$ cat config.mk
export PLATFORM = sky130hd
export DESIGN_NAME = fme7_dac_scheduler
export DESIGN_NICKNAME = d
export VERILOG_FILES = /design/src/rtl/fme7_dac_scheduler.sv
export SDC_FILE = /design/constraint.sdc
export NUM_CORES = 1
export LEC_CHECK = 0
export ABC_AREA = 1
export ABC_CLOCK_PERIOD_IN_PS = 3260
export CAP_MARGIN = 20
export CORE_MARGIN = 10
export CORE_UTILIZATION = 50
export CTS_BUF_LIST = sky130_fd_sc_hd__clkbuf_16
export DETAILED_ROUTE_END_ITERATION = 16
export GPL_TIMING_DRIVEN = 0
export PLACE_DENSITY_LB_ADDON = 0.1
export SLEW_MARGIN = 20
export SYNTH_ARGS = -nofsm -noshare
export SYNTH_HDL_FRONTEND = slang
export SYNTH_SLANG_ARGS = --single-unit
$ cat constraint.sdc
create_clock -name clk -period 3.26 [get_ports clk]
set_clock_uncertainty 0.2 [all_clocks]
set_input_delay 0.652 -clock clk [delete_from_list [all_inputs] [get_ports clk]]
set_output_delay 0.652 -clock clk [all_outputs]
set_load 0.005 [all_outputs]
$ cat src/rtl/fme7_dac_scheduler.sv
// FME-7 (Sunsoft 5B) expansion-audio DAC scheduler: shares one synchronous volume ROM
// across the square channels and sums the lookups with saturation into a 16-bit sample.
module fme7_dac_scheduler #(
  parameter int NUM_CH  = 3,
  parameter int ROM_LAT = 1,
  parameter int ACC_W   = 16
) (
  input  logic                  clk,
  input  logic                  reset_n,
  input  logic                  enable,
  input  logic                  ce,
  input  logic [4*NUM_CH-1:0]   ch_level,
  output logic                  rom_rd,
  output logic [5:0]            rom_addr,
  input  logic [ACC_W-1:0]      rom_data,
  output logic [ACC_W-1:0]      sample,
  output logic                  sample_valid,
  output logic                  busy,
  output logic                  overrun,
  input  logic                  overrun_clr
);

  typedef enum logic [1:0] {IDLE, ISSUE, WAIT, DONE} state_t;

  localparam logic [1:0] LAST_IDX = 2'(NUM_CH - 1);

  state_t                     state_q, state_d;
  logic [1:0]                 idx_q, idx_d;
  logic [NUM_CH-1:0][3:0]     shadow_q, shadow_d;
  logic [2:0]                 cnt_q, cnt_d;
  logic [ACC_W-1:0]           acc_q, acc_d;
  logic                       pend_q, pend_d;
  logic                       ovr_q, ovr_d;
  logic                       rd_q, rd_d;
  logic [5:0]                 addr_q, addr_d;
  logic [ACC_W-1:0]           sample_q, sample_d;
  logic                       valid_q, valid_d;
  logic                       busy_q, busy_d;

  logic                       start, chDone, ovrSet;
  logic [3:0]                 issueLvl;
  logic [ACC_W:0]             sum;
  logic [ACC_W-1:0]           accSat;

  assign sum    = {1'b0, acc_q} + {1'b0, rom_data};
  assign accSat = sum[ACC_W] ? {ACC_W{1'b1}} : sum[ACC_W-1:0];

  // The level of the channel being issued lives in rom_addr[3:0], so later shadow
  // reloads cannot disturb a lookup that is already in flight.
  always_comb begin
    state_d  = state_q;
    idx_d    = idx_q;
    shadow_d = shadow_q;
    cnt_d    = cnt_q;
    acc_d    = acc_q;
    pend_d   = pend_q;
    ovr_d    = ovr_q;
    rd_d     = 1'b0;
    addr_d   = addr_q;
    sample_d = sample_q;
    valid_d  = 1'b0;
    start    = 1'b0;
    chDone   = 1'b0;
    ovrSet   = 1'b0;
    issueLvl = 4'd0;

    if (ce) shadow_d = ch_level;
    if ((state_q == ISSUE || state_q == WAIT) && ce) begin
      pend_d = 1'b1;
      ovrSet = pend_q;
    end

    unique case (state_q)
      IDLE: start = ce;
      ISSUE: begin
        if (addr_q[3:0] != 4'd0) begin
          cnt_d   = 3'(ROM_LAT);
          state_d = WAIT;
        end else begin
          chDone = 1'b1;
        end
      end
      WAIT: begin
        cnt_d = cnt_q - 3'd1;
        if (cnt_q == 3'd1) begin
          acc_d  = accSat;
          chDone = 1'b1;
        end
      end
      DONE: begin
        if (pend_q || ce) begin
          pend_d = 1'b0;
          start  = 1'b1;
        end else begin
          state_d = IDLE;
        end
      end
      default: state_d = IDLE;
    endcase

    if (chDone) begin
      if (idx_q == LAST_IDX) begin
        state_d  = DONE;
        sample_d = acc_d;
        valid_d  = 1'b1;
      end else begin
        idx_d   = idx_q + 2'd1;
        state_d = ISSUE;
      end
    end

    if (start) begin
      acc_d   = '0;
      idx_d   = 2'd0;
      state_d = ISSUE;
    end

    if (state_d == ISSUE && (start || chDone)) begin
      issueLvl = shadow_d[idx_d];
      addr_d   = {idx_d, issueLvl};
      rd_d     = (issueLvl != 4'd0);
    end

    if (ovrSet) ovr_d = 1'b1;
    else if (overrun_clr) ovr_d = 1'b0;

    busy_d = (state_d != IDLE);
  end

  always_ff @(posedge clk or negedge reset_n) begin
    if (!reset_n) begin
      state_q  <= IDLE;
      idx_q    <= 2'd0;
      shadow_q <= '0;
      cnt_q    <= 3'd0;
      acc_q    <= '0;
      pend_q   <= 1'b0;
      ovr_q    <= 1'b0;
      rd_q     <= 1'b0;
      addr_q   <= 6'd0;
      sample_q <= '0;
      valid_q  <= 1'b0;
      busy_q   <= 1'b0;
    end else if (!enable) begin
      state_q  <= IDLE;
      idx_q    <= 2'd0;
      shadow_q <= '0;
      cnt_q    <= 3'd0;
      acc_q    <= '0;
      pend_q   <= 1'b0;
      ovr_q    <= 1'b0;
      rd_q     <= 1'b0;
      addr_q   <= 6'd0;
      sample_q <= '0;
      valid_q  <= 1'b0;
      busy_q   <= 1'b0;
    end else begin
      state_q  <= state_d;
      idx_q    <= idx_d;
      shadow_q <= shadow_d;
      cnt_q    <= cnt_d;
      acc_q    <= acc_d;
      pend_q   <= pend_d;
      ovr_q    <= ovr_d;
      rd_q     <= rd_d;
      addr_q   <= addr_d;
      sample_q <= sample_d;
      valid_q  <= valid_d;
      busy_q   <= busy_d;
    end
  end

  assign rom_rd       = rd_q;
  assign rom_addr     = addr_q;
  assign sample       = sample_q;
  assign sample_valid = valid_q;
  assign busy         = busy_q;
  assign overrun      = ovr_q;

endmodule

Yosys cells after proc, flatten, opt, wreduce, memory -nomap -nowiden:

Cells that the tools add are included.

* bits in registers: 62
* logic and storage cells: 88
* memories kept: 0
* output and inout bits: 26
* memory bits (writable): 0
* memory bits (read-only): 0
* bits in latches: 0

* reductions and logical operators: 11
* divide/modulo/power cells: 0
* shift-type cells: 0
* $add $sub $neg: 3
* equal/unequal tests: 12
* $lt $le $gt $ge: 1
* multiply operators: 0
* mux-type cells: 47
* bitwise operators: 0

Operators by type and width (number)
* $mux W16: 8
* $mux W12: 2
* $mux W2: 10
* $add A16 B16 Y17: 1
* $mux W1: 17
* $mux W6: 2
* $bmux W4 S2: 1
* $reduce_bool A4 Y1: 2
* $eq A2 B2 Y1 const B: 3
* $mux W3: 2
* $ne A2 B1 Y1 const B: 3
* $ne A3 B1 Y1 const B: 2
* $pmux W3 S2: 1
* $eq A2 B1 Y1 const B: 2
* $mux W4: 1
* $pmux W1 S2: 2
* $pmux W2 S2: 1
* $reduce_and A2 Y1: 2
* $eq A3 B1 Y1 const B: 1
* $logic_or A1 B1 Y1: 3
* $lt A2 B3 Y1 const B: 1
* $ne A3 B2 Y1 const B: 1
* $sub A3 B1 Y3 const B: 1
* $add A2 B1 Y2 const B: 1
* 3 further kinds: 4

Longest topological paths before layout:

Gate-level depths: netlist (run 1).

* depth after elaboration: 10
* mapped depth: 15
* gate-level depth less buffers: 15

Worst setup path before layout (run 1):

Ideal clock, no wire load.

* path kind: input to register
* start point: input port rom_data[0]
* end point: register acc_q[5]
* arrival: 2120 ps
* slack: 808 ps
* library setup time: 132 ps
* cell stages on the path: 13
* path buffers: 1
* cells stage by stage: ha_1 -> fa_1 -> nand3_1 -> nand2_2 -> nand2_1 -> nand2_2 -> nand2_2 -> nand4_1 -> nand2_2 -> buf_6 -> nand2_1 -> nand2_1 -> nor2_1

* cells in the longest elaborated chain, start to end: 6

Ends and longest elaborated chain
* start, declared: line 15 `input logic [ACC_W-1:0] rom_data,`
* $add A16 B16 Y17: line 45 `assign sum = {1'b0, acc_q} + {1'b0, rom_data};`
* $mux W16: line 46 `assign accSat = sum[ACC_W] ? {ACC_W{1'b1}} : sum[ACC_W-1:0];`
* $mux W16: line 85 `if (cnt_q == 3'd1) begin`
* $mux W16: line 73 `unique case (state_q)`
* $mux W16: line 112 `if (start) begin`
* $mux W16: line 144 `end else if (!enable) begin`
* end signal, assigned: line 136 `acc_q <= '0;`
* end signal, assigned: line 149 `acc_q <= '0;`
* end signal, assigned: line 162 `acc_q <= acc_d;`
* end, declared: line 31 `logic [ACC_W-1:0] acc_q, acc_d;`

Every way passes these cells.
A chain may end at the register's enable or synchronous reset.

Worst setup path after layout (run 1):

* start point: input port rom_data[0]
* end point: register acc_q[14]

Same word-level chain as after synthesis.

==> impl_metrics.tcl, run 1 <==
set metrics [dict create \
    stdcell_count 667 \
    clk_path_buf_depth 2 \
    final_area_sq_um 4845 \
    peakVddDrop_uv 267.0 \
    area_growth_pct 27.20 \
    final_util_pct 66.09 \
    yosys_warnings 0 \
    hp-class "input pin to asynchronous set/reset pin" \
    clk_pin_slew_ns 0.05 \
    p_leak_nw 2.465 \
    vias 3492 \
    clkSinkCount 62 \
    powerDensity_nw_per_um2 469.3 \
    cts_root_buffer "clkbuf_16" \
    synth.cell_area_sq_um 3809 \
    timing.setup.tns_ns 0 \
    hold_violations 0 \
    insertion_delay_ns 0.33 \
    cts_resized 0 \
    io_buffers 58 \
    cts_tree "done" \
    worst_slew_pin_slew_ns 0.5910 \
    grt_pass1_wl_um 16990 \
    start_util_pct 51.95 \
    maxCapViolCount 0 \
    timing.fmax_ghz 0.3557 \
    place_congestion 0.8840 \
    dpl_cell_area_sq_um 4531 \
    drc 0 \
    die-area_sq_um 11510 \
    cts_max_level 3 \
    dr.pass1.iters 5 \
    yosysTopAreaCell "dfrtp_1" \
    grt_use_total_pct 18.12 \
    cts_buffers 9 \
    num_rows 31 \
    reg2reg_depth 13 \
    slew_violations 0 \
    netlist.area_leader.share_pct 40.74 \
    end_kind "flip-flop" \
    rsz0062_at_grt "false" \
    fin_hold_ws_ns 0.03476 \
    wire_per_inst_um 14.92 \
    core_area_sq_um 7331 \
    fin_crit_sh_pct 86.24 \
    r2r_slack_ns 0.86 \
    critPathRequiredTime_ns 3.24 \
    syn_nets 551 \
    viasPerCell 5.235 \
    insertedDiodeCount 0 \
    synthCells 493 \
    die_x_um 107.3 \
    postCtsHoldBufs 0 \
    nNetsFinal 621 \
    crit_type "input pin to flip-flop" \
    io_pins 59 \
    crit_path_start_kind "input pin" \
    cts_setup_buffers 0 \
    die_h_um 107.3 \
    fin_crit_ns 2.811 \
    grt_pass1_vias 3553 \
    place_hpwl_um 7347 \
    grt_remaining_overflow 0 \
    wirelength_um 9950 \
    relSlewSlack_pct 60.60 \
    synthTopCellsByArea "dfrtp_1, nand2_1, nor2_1" \
    grt_antenna_before_repair 0 \
    syn_avg_cell_area_sq_um 7.725 \
    run_status "finished clean" \
    placed_cells 651 \
    mostFrequentLayoutCells "nand2_1, nor2_1, dfrtp_1" \
    final_common_cell "nand2_1" \
    seq_area_frac_synth_pct 40.74 \
    path_max_fanout 10 \
    yosysUniqueCellTypes 37 \
    setup_viol 0 \
    drive_above_1_share_pct 9.331 \
    synth_seq_cells 62 \
    drt-initial-drc-count 158 \
    ant_nets 0 \
    grt_max_degree 37 \
    n_fill_cell 614 \
    cp.arrival_ns 2.79 \
]
[cell families after synthesis]
logic type / count (synthesis) / share of synthesized area (%)
fa+ha+maj: 25 / 8.410
mux: 8 / 2.103
flops: 62 / 40.74
simple gates: 261 / 29.93
buf+inv: 65 / 7.161
xor+xnor: 9 / 2.070
compound gates: 63 / 9.593
[path summary, 6_finish.rpt]
check,start,endpoint
min in group clk,sample[14],sample[14]
worst max-delay path,rom_data[0],acc_q[14]
max in group asynchronous,reset_n,shadow_q[11]
worst min register to register,sample[14],sample[14]
worst min-delay path,reset_n,sample[11]
worst max register to register,acc_q[0],acc_q[14]
[power by group]
group          internal, mW  switching (mW)  leakage [nW]
logic                 0.167           0.252          1.46
registers             0.810          0.0258         0.849
clock network         0.665           0.355         0.155
total                  1.64           0.633          2.47
[flip-flops by register name, summed over array words and instances, names as in the netlist, 2 cells and up]
| signal | flops |
|---|---|
| acc_q | 16 |
| idx_q | 2 |
| sample | 16 |
| cnt_q | 3 |
| shadow_q | 12 |
| state_q | 2 |
| rom_addr | 6 |
[layout make-up]
class | instances | area [sq um] | area share, %
Buffer | 10 | 66.31 | 1.369
Clock buffer | 9 | 225.2 | 4.649
Clock inverter | 7 | 88.84 | 1.834
Inverter | 55 | 206.4 | 4.261
Multi-Input combinational cell | 366 | 1984 | 40.96
Sequential cell | 62 | 1551 | 32.02
Tap cell | 99 | 123.9 | 2.557
Timing Repair Buffer | 59 | 598.1 | 12.35
[layer usage]
metal / global-route usage, % / vias up / part of all wire (%)
met5: 0 / - / 0
met4: 6.190 / 0 / 1.1
met3: 3.653 / 10 / 6.0
met2: 28.53 / 100 / 45
met1: 24.17 / 1651 / 48
li1: - / 1731 / -
[metrics by stage]
step | total power, mW | worst slack [ns]
floorplan | 1.092 | 0.8081
global placement | 1.250 | -0.7046
detailed placement | 1.263 | 0.1380
CTS | 2.281 | 0.4449
global route | 2.365 | 0.2783
finish | 2.274 | 0.4486
[worst max-delay path, cell delays in order]
cell             delay, ns
clkdlybuf4s50_1       0.43
ha_1                  0.24
fa_1                  0.42
nand3_1               0.13
nand2_2               0.09
nand2_1               0.08
nand2_2               0.07
nand2_2               0.09
nand4_1               0.10
nand2_2               0.13
buf_6                 0.17
nand3_2               0.09
nand2_1               0.07
nor2_1                0.04
[cells in the mapped netlist]
| cell | number |
|---|---|
| clkinv_1 | 1 |
| a21boi_0 | 1 |
| nand2_1 | 112 |
| o21ai_0 | 20 |
| buf_6 | 2 |
| fa_1 | 1 |
| o21bai_1 | 1 |
| a31oi_2 | 1 |
| xnor2_1 | 8 |
| nor2_2 | 2 |
| xor2_1 | 1 |
| inv_1 | 50 |
| buf_2 | 2 |
| nand3_2 | 7 |
| mux2i_1 | 8 |
| clkbuf_1 | 2 |
| nand2_2 | 8 |
| nand4_1 | 2 |
| o21ai_1 | 3 |
| dfrtp_1 | 62 |
| a21oi_1 | 21 |
| o21ai_2 | 4 |
| o22ai_1 | 6 |
| a21o_1 | 4 |
| nand3_1 | 36 |
| nand3b_1 | 1 |
| buf_4 | 3 |
| nor2_1 | 86 |
| o31ai_1 | 1 |
| nor3_1 | 3 |
| nand2_4 | 2 |
| ha_1 | 24 |
| o21a_1 | 1 |
| buf_1 | 1 |
| nor2_8 | 1 |
| inv_2 | 4 |
| or2_2 | 1 |
No activity file was read; power rests on OpenSTA's default activity.
==> run 2, diff against run 1 <==
CORE_UTILIZATION = 59   (was 50)
==> run 2 against run 1 <==
Against the previous run: sequential power hardly changed; power down 7.1%; via count is 1.3% lower; hold slack worse by 0.014 ns; critical path type unchanged.
==> impl_metrics.tcl, run 2 (same netlist as run 1, synthesis figures left out) <==
set metrics [dict create \
    cp.arrival_ns 2.79 \
    grt_use_total_pct 19.48 \
    relSlewSlack_pct 66.01 \
    reg2reg_depth 13 \
    slew_violations 0 \
    final_util_pct 75.70 \
    drive_above_1_share_pct 9.683 \
    fin_crit_sh_pct 85.69 \
    postCtsHoldBufs 0 \
    grt_pass1_wl_um 16060 \
    final_area_sq_um 4780 \
    cts_root_buffer "clkbuf_16" \
    insertion_delay_ns 0.33 \
    place_hpwl_um 7420 \
    crit_type "input pin to flip-flop" \
    io_pins 59 \
    io_buffers 58 \
    viasPerCell 5.341 \
    timing.setup.tns_ns 0 \
    clk_pin_slew_ns 0.05 \
    end_kind "flip-flop" \
    stdcell_count 645 \
    grt_pass1_vias 3480 \
    die_h_um 100.3 \
    powerDensity_nw_per_um2 441.9 \
    crit_path_start_kind "input pin" \
    clk_path_buf_depth 2 \
    wire_per_inst_um 14.80 \
    hp-class "input pin to asynchronous set/reset pin" \
    rsz0062_at_grt "false" \
    path_max_fanout 10 \
    dr.pass1.iters 4 \
    peakVddDrop_uv 376.6 \
    hold_violations 0 \
    die_x_um 100.3 \
    placed_cells 629 \
    die-area_sq_um 10070 \
    drt-initial-drc-count 178 \
    nNetsFinal 621 \
    grt_remaining_overflow 0 \
    ant_nets 0 \
    worst_slew_pin_slew_ns 0.5098 \
    cts_buffers 9 \
    clkSinkCount 62 \
    maxCapViolCount 0 \
    start_util_pct 60.33 \
    pre_cts_slack_ns 0.1197 \
    wirelength_um 9545 \
    critPathRequiredTime_ns 3.26 \
    cts_max_level 3 \
    cts_tree "done" \
    vias 3445 \
    run_status "finished clean" \
    p_total_mw 2.112 \
    fin_crit_ns 2.794 \
    cts_setup_buffers 0 \
    cts_resized 0 \
    mostFrequentLayoutCells "nand2_1, nor2_1, dfrtp_1" \
    final_common_cell "nand2_1" \
    p_leak_nw 2.442 \
    setup_slack_ns 0.4664 \
    grt_max_degree 39 \
    place_congestion 0.9220 \
    drc 0 \
    timing.fmax_ghz 0.3580 \
    grt_antenna_before_repair 0 \
    setup_viol 0 \
    insertedDiodeCount 0 \
    num_rows 29 \
    core_area_sq_um 6314 \
    dpl_cell_area_sq_um 4503 \
    fin_hold_ws_ns 0.02098 \
    area_growth_pct 25.49 \
]
## run 2: layout make-up
cell class | count | area [sq um]
multi-input combinational | 366 | 1984
buffer | 10 | 66.31
inverter | 55 | 206.4
clock inverter | 7 | 51.30
fill | 479 | 1534
timing repair buffer | 59 | 598.1
sequential | 62 | 1551
tap | 77 | 96.34
clock buffer | 9 | 225.2
## run 2: worst max-delay path, cell delays in order
cell and delay [ns]:
clkdlybuf4s50_1 0.41, ha_1 0.24, fa_1 0.41, nand3_1 0.12
nand2_2 0.08, nand2_1 0.08, nand2_2 0.07, nand2_2 0.10
nand4_1 0.10, nand2_2 0.13, buf_6 0.16, nand2_1 0.08
nand2_1 0.10, nor2_1 0.05
## run 2: power breakdown
group          total (mW)  switching [mW]  leakage, nW  internal [mW]
registers           0.835          0.0254        0.849          0.810
clock network       0.865           0.351        0.131          0.514
logic               0.412           0.245         1.46          0.167
total                2.11           0.621         2.44           1.49
## run 2: metal layers
metal	track usage, %	vias to the layer above	routed length [um]
met4	9.783	0	239
met2	33.43	92	4882
met3	3.503	17	414
met1	22.73	1608	4010
met5	0	-	0
li1	-	1728	-
## run 2: worst paths after layout
| kind | from | endpoint | slack (ns) |
|---|---|---|---|
| worst max-delay path | rom_data[0] | acc_q[8] | 0.47 |
| worst min-delay path | reset_n | shadow_q[8] | 0.02 |
| worst max register to register | acc_q[0] | acc_q[8] | 0.83 |
| worst min register to register | cnt_q[1] | cnt_q[1] | 0.28 |
| max in group asynchronous | reset_n | acc_q[5] | 2.33 |
| min in group clk | cnt_q[1] | cnt_q[1] | 0.28 |
